[src/rtl/bsg_fifo_reorder_burst_issuer.sv]
// Burst issuer for a reorder FIFO: reserves len contiguous slots in one cycle on
// command accept, then emits one tagged request per beat with id = base_id + beat.
module bsg_fifo_reorder_burst_issuer #(
  parameter int els_p        = 8,
  parameter int addr_width_p = 32,
  parameter int max_burst_p  = 4,
  localparam int id_w_lp  = $clog2(els_p),
  localparam int len_w_lp = $clog2(max_burst_p+1),
  localparam int cnt_w_lp = $clog2(els_p+1)
) (
  input  logic                    clk_i,
  input  logic                    reset_n_i,
  input  logic                    burst_v_i,
  input  logic [addr_width_p-1:0] burst_addr_i,
  input  logic [len_w_lp-1:0]     burst_len_i,
  output logic                    burst_ready_and_o,
  input  logic [cnt_w_lp-1:0]     alloc_v_count_i,
  input  logic [id_w_lp-1:0]      alloc_id_i,
  output logic [cnt_w_lp-1:0]     alloc_yumi_variable_o,
  output logic                    req_v_o,
  output logic [addr_width_p-1:0] req_addr_o,
  output logic [id_w_lp-1:0]      req_id_o,
  output logic                    req_last_o,
  input  logic                    req_ready_and_i,
  output logic                    busy_o
);

  typedef enum logic {IDLE, ISSUE} state_e;

  typedef struct packed {
    logic [addr_width_p-1:0] addr;
    logic [id_w_lp-1:0]      id;
    logic [len_w_lp-1:0]     len;
  } burst_s;

  state_e              state_r;
  burst_s              burst_r;
  logic [len_w_lp-1:0] cnt_r;
  logic                accept, beat;

  // Ready is gated by reset so nothing is granted while the FIFO is being cleared.
  assign burst_ready_and_o     = reset_n_i & (state_r == IDLE)
                               & (alloc_v_count_i >= cnt_w_lp'(burst_len_i));
  assign accept                = burst_v_i & burst_ready_and_o;
  assign alloc_yumi_variable_o = accept ? cnt_w_lp'(burst_len_i) : '0;

  assign req_v_o    = (state_r == ISSUE);
  assign busy_o     = (state_r == ISSUE);
  assign req_id_o   = burst_r.id + id_w_lp'(cnt_r);
  assign req_addr_o = burst_r.addr + addr_width_p'(cnt_r);
  assign req_last_o = (cnt_r == burst_r.len - len_w_lp'(1));
  assign beat       = req_v_o & req_ready_and_i;

  always_ff @(posedge clk_i or negedge reset_n_i) begin
    if (!reset_n_i) begin
      state_r <= IDLE;
      cnt_r   <= '0;
      burst_r <= '0;
    end else begin
      case (state_r)
        IDLE: if (accept) begin
          state_r <= ISSUE;
          cnt_r   <= '0;
          burst_r <= '{addr: burst_addr_i, id: alloc_id_i, len: burst_len_i};
        end
        ISSUE: if (beat) begin
          if (req_last_o) begin
            state_r <= IDLE;
            cnt_r   <= '0;
          end else begin
            cnt_r <= cnt_r + len_w_lp'(1);
          end
        end
        default: state_r <= IDLE;
      endcase
    end
  end

`ifndef SYNTHESIS
  a_len_legal: assert property (@(posedge clk_i) disable iff (!reset_n_i)
    burst_v_i |-> (burst_len_i != '0 && burst_len_i <= len_w_lp'(max_burst_p)));
  a_cmd_stable: assert property (@(posedge clk_i) disable iff (!reset_n_i)
    (burst_v_i && !burst_ready_and_o) |=>
      (!burst_v_i || ($stable(burst_addr_i) && $stable(burst_len_i))));
`endif

endmodule

[config.mk]
export PLATFORM = sky130hd
export DESIGN_NAME = bsg_fifo_reorder_burst_issuer
export DESIGN_NICKNAME = d
export VERILOG_FILES = /design/src/rtl/bsg_fifo_reorder_burst_issuer.sv
export SDC_FILE = /design/constraint.sdc
export NUM_CORES = 1
export LEC_CHECK = 0
export CORE_UTILIZATION = 50
export CTS_CLUSTER_SIZE = 16
export DETAILED_ROUTE_END_ITERATION = 8
export PLACE_DENSITY_LB_ADDON = 0.1
export RECOVER_POWER = 100
export SYNTH_ARGS = -nofsm -noshare
export SYNTH_HDL_FRONTEND = slang
export SYNTH_SLANG_ARGS = --single-unit
[constraint.sdc]
create_clock -name clk_i -period 5.8 [get_ports clk_i]
set_input_delay 1.16 -clock clk_i [delete_from_list [all_inputs] [get_ports clk_i]]
set_output_delay 1.16 -clock clk_i [all_outputs]
set_load 0.03 [all_outputs]
# Word-level counts from Yosys, hierarchy flattened
# Index checks and enable logic that the tools add are counted.
dict set report op_classes {
  addsub 4
  n_mul 0
  n_div 0
  n_lt_le_gt_ge 1
  eq_ne 3
  shifts 0
  mux 9
  n_bitwise 5
  n_reduce_logical 2
}
# op n
set ops {}
lappend ops {{$add A32 B3 Y32} 1}
lappend ops {{$mux W3} 4}
lappend ops {{$pmux W3 S2} 1}
lappend ops {{$and A1 B1 Y1} 4}
lappend ops {{$ge A4 B3 Y1} 1}
lappend ops {{$reduce_and A2 Y1} 2}
lappend ops {{$add A3 B1 Y3 const B} 1}
lappend ops {{$add A3 B3 Y3} 1}
lappend ops {{$eq A3 B3 Y1} 1}
lappend ops {{$mux W1} 3}
lappend ops {{$sub A3 B1 Y3 const B} 1}
lappend ops {{$ne A2 B1 Y1 const B} 1}
lappend ops {{$ne A2 B2 Y1 const B} 1}
lappend ops {{$pmux W1 S2} 1}
lappend ops {{$not A1 Y1} 1}
dict set report word_totals {
  ff_bits 42
  latch_bits 0
  mem_bits_rw 0
  romBits 0
  in_bits 46
  out_inout_bits 43
  wordCells 29
  n_memories 0
}

# Logic depth before layout (Yosys ltp)
# Gate-level depths: netlist (run 1).
dict set report logic_depth {
  word_depth 6
  mapped_depth 8
  ltp_nobuf 6
}

# Least setup slack after synthesis (run 1)
# No wires, ideal clock.
dict set report synth_path {
  kind {input to output}
  from {in alloc_v_count_i[0]}
  to {out alloc_yumi_variable_o[0]}
  arrival_ps 2822
  required_ps 4640
  setup_slack_ps 1818
  path_stages 8
  path_buffers 2
  cell_sequence {inv_1 -> ha_1 -> nand2b_1 -> a2111oi_2 -> or4_1 -> buf_6 -> buf_6 -> nor2_1}
}
dict set report synth_between {
  elab_chain_cells 4
}
# item line
set synth_rtl {}
lappend synth_rtl {{from (decl)} 17} ;# input logic [cnt_w_lp-1:0] alloc_v_count_i,
lappend synth_rtl {{$ge A4 B3 Y1} 43} ;# & (alloc_v_count_i >= cnt_w_lp'(burst_len_i));
lappend synth_rtl {{$and A1 B1 Y1} 43}
lappend synth_rtl {{$and A1 B1 Y1} 44} ;# assign accept = burst_v_i & burst_ready_and_o;
lappend synth_rtl {{$mux W3} 45} ;# assign alloc_yumi_variable_o = accept ? cnt_w_lp'(burst_len_i) : '0;
lappend synth_rtl {{to (decl)} 19} ;# output logic [cnt_w_lp-1:0] alloc_yumi_variable_o,
# No other way between the ends.

# Final worst setup path (run 1)
dict set report layout_path {
  from {in alloc_v_count_i[0]}
  to {out alloc_yumi_variable_o[2]}
}
# The elaborated chain is that of the path after synthesis.

==> results of run 1 <==
[flip-flops by register name (all words and copies together) (netlist names)]
signal,count
burst_r,38
cnt_r,3
busy_o,1
[routing by layer]
layer | share of wire (%) | GRT usage [%] | up-vias
met3 | 4.7 | 5.69 | 2
met5 | 0 | 0 | -
li1 | - | - | 974
met1 | 44 | 30.6 | 988
met2 | 51 | 35.3 | 60
met4 | 0.46 | 4.94 | 0
[per-stage QoR]
stage / setup slack, ps / hold WS, ps / cell area (sq um) / instances / utilization, %
2_1_floorplan: 1820 / 481 / 2690 / 228 / -
3_3_place_gp: 1040 / 503 / 3560 / 379 / 69.3
3_5_place_dp: 1010 / 501 / 3560 / 379 / 69.3
4_1_cts: 1000 / 525 / 3650 / 387 / 71.1
5_1_grt: 725 / 520 / 3520 / 387 / 68.5
6_report: 855 / 498 / 3520 / 387 / 68.5
[cell type report]
| type | count | area, sq um |
|---|---|---|
| Clock buffer | 7 | 86.3 |
| Inverter | 10 | 37.5 |
| Timing Repair Buffer | 90 | 880 |
| Tap cell | 70 | 87.6 |
| Sequential cell | 42 | 1050 |
| Multi-Input combinational cell | 167 | 1380 |
| Fill cell | 451 | 1620 |
| Clock inverter | 1 | 5.00 |
[critical path: stages]
cell and delay, ps:
dlygate4sd3_1 530, inv_1 40, ha_1 250, nand2b_1 90
a2111oi_0 110, or4_2 740, nor2_1 120, dlygate4sd3_1 750
[kinds of logic (layout without fill, tap and decap cells)]
family | after synthesis | count (layout) | synth area share, %
AND/OR/NAND/NOR | 73 | 73 | 14.7
AO/OA/AOI/OAI | 8 | 8 | 2.46
buffers and inverters | 19 | 108 | 5.30
multiplexers | 39 | 39 | 20.7
XOR/XNOR | 35 | 35 | 12.0
adder cells (fa/ha/maj) | 11 | 11 | 5.67
flip-flops | 42 | 42 | 39.1
other | 1 | 1 | 0.139
[where the power goes]
part           leakage, nW  internal [mW]  switching, mW
Combinational        0.923          0.525          0.659
Sequential           0.501          0.441          0.178
Clock               0.0482         0.0961         0.0963
Total                 1.47           1.06          0.933
[Yosys cell counts (all sizes together) (2+ instances only)]
cell / count
and2: 4
nor2: 9
xnor2: 28
dfrtp: 42
mux2: 37
nand2b: 2
or4: 2
inv: 10
buf: 7
a21oi: 3
nand3: 9
mux2i: 2
fa: 2
ha: 9
and3: 3
nand2: 17
nor3: 6
nor4: 2
clkbuf: 2
nand4: 13
xor2: 6
a31o: 2
and4: 3
[how the worst max path moves through the flow]
| stage | start | depth (start not counted) | end | slack, ps |
|---|---|---|---|---|
| 5_1_grt | alloc_v_count_i[0] | 8 | alloc_yumi_variable_o[1] | 730 |
| 6_report | alloc_v_count_i[0] | 8 | alloc_yumi_variable_o[2] | 860 |
| 3_3_place_gp | alloc_v_count_i[0] | 8 | alloc_yumi_variable_o[0] | 1040 |
| 3_5_place_dp | burst_len_i[1] | 7 | alloc_yumi_variable_o[2] | 1010 |
| 4_1_cts | burst_len_i[1] | 7 | alloc_yumi_variable_o[2] | 1000 |
| 2_1_floorplan | alloc_v_count_i[0] | 8 | alloc_yumi_variable_o[0] | 1820 |
==> metrics.txt, run 1 <==
status completed; max cap viols 0; Pwr per Cell Area about 570 nW/um^2; # resized after CTS 0; Final Skew roughly 5.1 ps; Min-Delay Path Class flip-flop to flip-flop; post-route clock period utilization between 80% and 90%; Detailed Route WL roughly 5800 um; RD Place Congestion between 0.7 and 0.8; via count between 2000 and 2500; Critical Path AT 3780 ps; CTS Buf Count 5; I/O Pins 89; GRT Total Usage about 22%; Hold Vio Cnt, Final 0; reg2reg setup slack ~3300 ps; area share of the leading cell type in the synthesized netlist 39.1%; RSZ-0062 raised after global routing no; post-route ant nets 0; clock sinks 42; most frequent cells in the layout clkdlybuf4s50_1 (43), dlygate4sd3_1 (43), dfrtp_1 (42), mux2_1 (31), xnor2_1 (28); Final #Nets approximately 370; Crit Path Max Fanout 5; Port Buf Inserts 87; Syn Area/Cell 11.8 sq um; DRC errors left 0; Post-Syn Nets around 290; Chip Height 75.4 um; clk slew on worst S/H paths around 70 ps; critical path type primary input to primary output; CORE AREA ~5100 sq um; CP endpoint kind primary output; vias in the first global route approximately 1900; Slew Viols, Final 0; Primary FF master, synth dfrtp_1; Cell variety after synth 35; Post-CTS Setup Inserts 0; Core Rows 26; largest net degree at the start of global routing between 40 and 50; Pre-Repair DR Iteration Count 4; Post-synth ARST share 100%; Die W approximately 75 um; Worst R2R Path Depth 3; sequential fraction of the synthesis area between 30 and 40%; reg-to-reg endpoint burst_r[29]$_DFFE_PN0P_; LEAKAGE roughly 1.5 nW; Tot Pwr between 1.5 and 2 mW; Ys Warns 0; total grt overflow 0; routed len/inst 15.1 um; H-tree levels 2; Vias per Instance ~5.2; Initial Utilization ~52%; layout cells sized above 1 around 5.7%; Die Area 5680 sq um; TritonCTS clock tree built; initial antenna violation count 0; Worst Hold Depth 1; setup TNS 0 ps; DR iter-0 viols between 90 and 100; min-delay src burst_r[4]$_DFFE_PN0P_; mapped cell area ~2700 sq um; Yosys reg bits 42; cts-stage hold buffer count 0; Root Driver clkbuf_8; Clock Latency Late Sink between 200 and 300 ps; Hold EP burst_r[4]$_DFFE_PN0P_; CP required 4640 ps; Slew @ Worst Pin ~1400 ps; Reg-to-Reg Start busy_o$_DFF_PN0_; startpoint types primary input; peak supply drop around 0.00034 V; Final setup viols 0; Max Clk Rate about 0.20 GHz; Tmin final approximately 4900 ps; cell taking the most area after synthesis dfrtp_1; top cells by area, synth dfrtp_1 (39%), mux2_4 (18%), xnor2_1 (9.1%), ha_1 (4.2%), nand4_1 (3.0%); Syn Inst Count 228; DP Wirelength about 4400 um; Max transition margin between 6 and 7%; maximum clock path buffer count 2; first-pass GRT wire length approximately 9200 um; # diodes 0; P&R area growth vs syn 30.9%; EDFF count, synth 0
Note: power is estimated with default switching activity, not from simulation.
==> run 2: changes to the inputs <==
ABC_AREA = 1   (was unset)
CORE_UTILIZATION = 51   (was 50)
HOLD_SLACK_MARGIN = 0.03   (was unset)
SLEW_MARGIN = 15   (was unset)
==> run 2 against run 1 <==
  * The flow now finishes with violations (capacitance limit, slew limit)
  * Highest routed layer unchanged
  * Sequential power decreased by 3%
  * Maximum frequency increased by 11%
  * Via count increased by 41%
  * Critical path type unchanged
  * Clock skew increased by 3.1 ps
  * Count of clock-buffer cells in the layout decreased by 1
  * Synthesized cell count increased by 90%
  * Critical endpoint unchanged
==> metrics.txt, run 2 <==
RSZ-0062 raised after global routing no (unchanged); Critical Path Start burst_len_i[1] (was alloc_v_count_i[0]); CP required 4640 ps (about the same); setup TNS 0 ps (unchanged); P&R area growth vs syn 34.4% (was 30.9%); Biggest register burst_r (unchanged); layout cells sized above 1 5.60% (was 5.68%); # resized after CTS 0 (unchanged); critical path type primary input to primary output (unchanged); via count 2844 (was 2024); Crit Path Max Fanout 4 (was 5); DR iter-0 viols 147 (was 99); Chip Height 78.1 um (was 75.4 um); peak supply drop 0.000398 V (was 0.000339 V); sequential fraction of the synthesis area 35.6% (was 39.1%); count leader, synth nand2_1 (was dfrtp_1); Tmin final 4470 ps (was 4940 ps); Primary FF master, synth dfrtp_1 (unchanged); Reg-to-Reg Start busy_o$_DFF_PN0_ (unchanged); Root Driver clkbuf_8 (unchanged); Max Clk Rate 0.224 GHz (was 0.202 GHz); Syn Area/Cell 6.81 sq um (was 11.8 sq um); total grt overflow 0 (unchanged); EDFF count, synth 0 (unchanged); Final setup viols 0 (unchanged); Pre-Repair DR Iteration Count 4 (unchanged); Ys Warns 0 (unchanged); clk slew on worst S/H paths 70 ps (about the same); Clock Latency Late Sink 300 ps (was 290 ps); status complete, but fails checks (was completed); DP Wirelength 5340 um (was 4430 um); Slew @ Worst Pin 2310 ps (was 1400 ps); Vias per Instance 4.82 (was 5.23); H-tree levels 2 (unchanged); Hold Vio Cnt, Final 0 (unchanged); Post-CTS Setup Inserts 0 (unchanged); mapped cell area 2950 sq um (was 2690 sq um); min-delay src burst_r[1]$_DFFE_PN0P_ (was burst_r[4]$_DFFE_PN0P_); Yosys reg bits 42 (unchanged); Detailed Route WL 6930 um (was 5840 um); Post-synth ARST share 100% (unchanged); top post-synthesis cells by count nand2_1 (144), inv_1 (75), dfrtp_1 (42) (was dfrtp_1 (42), mux2_4 (32), xnor2_1 (28)); Port Buf Inserts 87 (unchanged); area share of the leading cell type in the synthesized netlist 35.6% (was 39.1%); post-route clock period utilization 77.0% (was 85.3%); routed len/inst 11.7 um (was 15.1 um); Syn Inst Count 433 (was 228); first-pass GRT wire length 12200 um (was 9160 um); Slew Viols, Final 43 (was 0); CORE AREA 5540 sq um (was 5140 sq um); TritonCTS clock tree built (unchanged); LEAKAGE 2.01 nW (was 1.47 nW); GRT Total Usage 25.3% (was 22.1%); initial antenna violation count 0 (unchanged); Die Area 6090 sq um (was 5680 sq um); Post-Syn Nets 490 (was 285); max cap viols 1 (was 0); Min-Delay Path Class flip-flop to flip-flop (unchanged); CP endpoint kind primary output (unchanged); Pwr per Cell Area 495 nW/um^2 (was 566 nW/um^2); failing checks capacitance limit, slew limit; most frequent cells in the layout nand2_1 (144), inv_1 (75), clkdlybuf4s50_1 (43), dlygate4sd3_1 (43), dfrtp_1 (42) (was clkdlybuf4s50_1 (43), dlygate4sd3_1 (43), dfrtp_1 (42), mux2_1 (31), xnor2_1 (28)); Final #Nets 575 (was 373); final worst slack 1330 ps (was 855 ps); Critical Path AT 3310 ps (was 3780 ps); cell taking the most area after synthesis dfrtp_1 (unchanged); DRC errors left 0 (unchanged); clock sinks 42 (unchanged); Tot Pwr 1.96 mW (was 1.99 mW); I/O Pins 89 (unchanged); most common cell after layout, fill and taps aside nand2_1; vias in the first global route 2798 (was 1883); dpl ws 1490 ps (was 1010 ps); Max transition margin -54.1% (was 6.82%); # diodes 0 (unchanged); startpoint types primary input (unchanged); number of flip-flops in the largest register 38 (unchanged); maximum clock path buffer count 2 (unchanged); CTS Buf Count 5 (unchanged); Core Rows 27 (was 26); cts-stage hold buffer count 0 (unchanged); RD Place Congestion 0.881 (was 0.743); largest net degree at the start of global routing 82 (was 44); top cells by area, synth dfrtp_1 (36%), nand2_1 (18%), inv_1 (9.5%), nor2_1 (4.1%), xor2_1 (3.9%) (was dfrtp_1 (39%), mux2_4 (18%), xnor2_1 (9.1%), ha_1 (4.2%), nand4_1 (3.0%)); Cell variety after synth 25 (was 35); Die W 78.1 um (was 75.4 um); Initial Utilization 53.3% (was 52.3%); Final Skew 8.19 ps (was 5.13 ps); post-route ant nets 0 (unchanged)
[run 2: worst paths after layout]
kind | to | slack [ps] | depth (start not counted)
max | alloc_yumi_variable_o[2] | 1330 | 10
min in group asynchronous | burst_r[6]$_DFFE_PN0P_ | 1670 | 2
max in group asynchronous | burst_r[29]$_DFFE_PN0P_ | 2800 | 2
min | burst_r[1]$_DFFE_PN0P_ | 500 | 2
max reg2reg | cnt_r[2]$_DFFE_PN0P_ | 3550 | 6
min reg2reg | burst_r[1]$_DFFE_PN0P_ | 500 | 2
[run 2: power by group]
part	internal, mW	switching, mW
sequential	0.434	0.167
clock	0.138	0.104
combinational	0.425	0.693
total	0.996	0.965
[run 2: per-stage QoR]
step / hold WS [ps] / util (%) / cell area (sq um) / instances
3_3_place_gp: 473 / 69.7 / 3860 / 583
4_1_cts: 512 / 71.8 / 3980 / 590
3_5_place_dp: 492 / 69.7 / 3860 / 583
2_1_floorplan: 459 / - / 2950 / 433
5_1_grt: 538 / 71.5 / 3960 / 590
6_report: 500 / 71.5 / 3960 / 590
[run 2: critical path, cell delays in order]
cell and delay (ps):
dlygate4sd3_1 520, inv_1 60, ha_1 300, nand2_1 60, nand2_1 60, nand2_1 50
nand3_1 90, nand3_1 140, nor2_1 110, dlygate4sd3_1 750
[run 2: per-layer routing]
layer	vias to the layer above	track usage [%]	routed length [um]
met5	-	0	0
met4	0	7.04	81
met3	6	4.42	309
met2	68	44.7	3490
met1	1286	31.6	3050
li1	1484	-	-
[run 2: area by class of cell]
cell class | count | area (sq um)
sequential | 42 | 1050
tap | 72 | 90.1
inverter | 80 | 300
clock buffer | 6 | 82.6
multi-input combinational | 300 | 1540
clock inverter | 1 | 30.0
fill | 485 | 1580
timing repair buffer | 89 | 873
[run 2: logic make-up (layout without fill, tap and decap cells)]
logic type | count (synthesis) | in the layout | synth area share, %
AND/OR/NAND/NOR | 228 | 228 | 34.1
buffers and inverters | 91 | 176 | 12.3
XOR/XNOR | 19 | 19 | 5.64
AO/OA/AOI/OAI | 41 | 41 | 7.08
flip-flops | 42 | 42 | 35.6
adder cells (fa/ha/maj) | 11 | 11 | 5.17
other | 1 | 1 | 0.127
==> run 3: changes to the inputs <==
CORE_UTILIZATION = 43   (was 51)
clock period = 3.8 ns   (was 5.8 ns; I/O delays follow)
==> run 3 against run 2 <==
  * The run ends with DRC, capacitance limit, slew limit left
  * Clock power increased by 52%
  * Utilization shrank 10 points
  * Non-clock buffer count did not move
  * Setup slack worse by 1100 ps
  * Hold slack lost 4.6 ps
==> metrics.txt, run 3 (same netlist as run 2, synthesis figures left out) <==
DR iter-0 viols 137 (was 147); Slew Viols, Final 43 (unchanged); Tmin final about 3600 ps; max cap viols 1 (unchanged); Hold Vio Cnt, Final 0 (unchanged); Final Skew 2.18 ps (was 8.19 ps); I/O Pins 89 (unchanged); startpoint types flip-flop (was primary input); Die Area 7200 sq um (was 6090 sq um); most frequent cells in the layout nand2_1 (144), inv_1 (75), clkdlybuf4s50_1 (50), dfrtp_1 (42), o21ai_0 (40) (was nand2_1 (144), inv_1 (75), clkdlybuf4s50_1 (43), dlygate4sd3_1 (43), dfrtp_1 (42)); status complete, but fails checks (unchanged); via count 2827 (was 2844); Pwr per Cell Area 756 nW/um^2 (was 495 nW/um^2); Max Clk Rate 0.278 GHz; # resized after CTS 0 (unchanged); cts-stage hold buffer count 0 (unchanged); first-pass GRT wire length 12200 um (about the same); P&R area growth vs syn 34.6% (was 34.4%); post-route clock period utilization 94.7%; Vias per Instance 4.75 (was 4.82); Clock Latency Late Sink 290 ps (was 300 ps); Worst R2R Path Depth 6 (unchanged); CP endpoint kind primary output (unchanged); Crit Path Max Fanout 7 (was 4); Comb pwr share 57.0% (about the same); Final #Nets 575 (unchanged); part of the power in registers 30.7% (was 30.6%); Critical Path AT 2840 ps (was 3310 ps); H-tree levels 2 (unchanged); Final setup viols 0 (unchanged); Initial Utilization 45.4% (was 53.3%); GRT Total Usage 21.3% (was 25.3%); DP Wirelength 5560 um (was 5340 um); RD Place Congestion 0.823 (was 0.881); routed len/inst 11.8 um (was 11.7 um); Root Driver clkbuf_8 (unchanged); Clock power frac 12.3% (about the same); switching portion of total power 49.2% (about the same); Sw Pwr 1.48 mW (was 965 uW); CTS Buf Count 5 (unchanged); Slew @ Worst Pin 2340 ps (was 2310 ps); Biggest register burst_r (unchanged); Pre-Repair DR Iteration Count 6 (was 4); Port Buf Inserts 87 (unchanged); peak supply drop 0.000421 V (was 0.000398 V); Placed Area 3870 sq um (was 3860 sq um); LEAKAGE 2.00 nW (was 2.01 nW); total grt overflow 0 (unchanged); number of flip-flops in the largest register 38 (unchanged); clock sinks 42 (unchanged); Worst Hold Depth 2 (unchanged); largest net degree at the start of global routing 82 (unchanged); Post-CTS Setup Inserts 0 (unchanged); RSZ-0062 raised after global routing no (unchanged); Chip Height 84.8 um (was 78.1 um); setup TNS 0 ps (unchanged); critical path type flip-flop to primary output (was primary input to primary output); CORE AREA 6490 sq um (was 5540 sq um); WHS 495 ps (was 500 ps); initial antenna violation count 0 (unchanged); DRC errors left 6 (was 0); CP required 3040 ps (was 4640 ps); Design Area, Final 3970 sq um (was 3960 sq um); clk slew on worst S/H paths 80 ps (was 70 ps); failing checks DRC, capacitance limit, slew limit (was capacitance limit, slew limit); Max transition margin -55.8% (was -54.1%); vias in the first global route 2744 (was 2798); # diodes 0 (unchanged); TritonCTS clock tree built (unchanged); Detailed Route WL 7040 um (was 6930 um); Die W 84.8 um (was 78.1 um); post-route ant nets 0 (unchanged); Internal 1.53 mW (was 996 uW); maximum clock path buffer count 2 (unchanged); most common cell after layout, fill and taps aside nand2_1 (unchanged); layout cells sized above 1 5.79% (was 5.60%); Core Rows 29 (was 27); Min-Delay Path Class flip-flop to flip-flop (unchanged)
==> run 3: final timing paths <==
path	startpoint	to	slack, ps
min in group asynchronous	reset_n_i	burst_r[6]$_DFFE_PN0P_	1260
setup reg to reg	busy_o$_DFF_PN0_	cnt_r[1]$_DFFE_PN0P_	1610
max in group asynchronous	reset_n_i	burst_r[1]$_DFFE_PN0P_	1210
hold reg to reg	burst_r[1]$_DFFE_PN0P_	burst_r[1]$_DFFE_PN0P_	490
hold / removal	burst_r[1]$_DFFE_PN0P_	burst_r[1]$_DFFE_PN0P_	490
setup / recovery	cnt_r[0]$_DFFE_PN0P_	req_addr_o[18]	200
==> run 3: final cells by class <==
cell class / instances / area (sq um)
fillers: 632 / 2520
multi-input cells: 300 / 1540
flip-flops and latches: 42 / 1050
repair buffers: 89 / 875
inverters: 80 / 300
well taps: 77 / 96.3
clock buffers: 6 / 82.6
clock inverters: 1 / 30.0
==> run 3: metrics by stage <==
| stage | instances | setup WS (ps) | util, % | total power [mW] |
|---|---|---|---|---|
| 2_1_floorplan | 433 | 907 | - | 2.06 |
| 3_3_place_gp | 588 | 347 | 59.6 | 2.73 |
| 3_5_place_dp | 588 | 311 | 59.6 | 2.76 |
| 4_1_cts | 595 | 192 | 61.3 | 3.14 |
| 5_1_grt | 595 | 34.2 | 61.1 | 3.25 |
| 6_report | 595 | 202 | 61.1 | 3.00 |
==> run 3: layer usage <==
metal,vias up,track usage [%],share of wire [%]
li1,1479,-,-
met1,1276,25.0,43
met2,63,39.4,51
met3,9,4.57,4.9
met4,0,5.86,1.4
met5,-,0,0
==> run 3: critical path, stage by stage, from the launching register on <==
cell,delay (ps)
dfrtp_1,470
ha_1,250
fa_1,400
nand2_1,80
nand2_1,60
nand2_2,140
inv_1,80
nand2_2,130
nor2_4,70
nand3_1,70
nand2_1,50
nand2_1,70
clkdlybuf4s50_1,670
==> run 3: power groups by stage <==
stage / logic (mW) / registers [mW] / clock network [mW]
4_1_cts: 1.84 / 0.920 / 0.376
3_5_place_dp: 1.83 / 0.927 / 0
3_3_place_gp: 1.81 / 0.919 / 0
6_report: 1.71 / 0.922 / 0.369
5_1_grt: 1.90 / 0.962 / 0.397
2_1_floorplan: 1.20 / 0.858 / 0
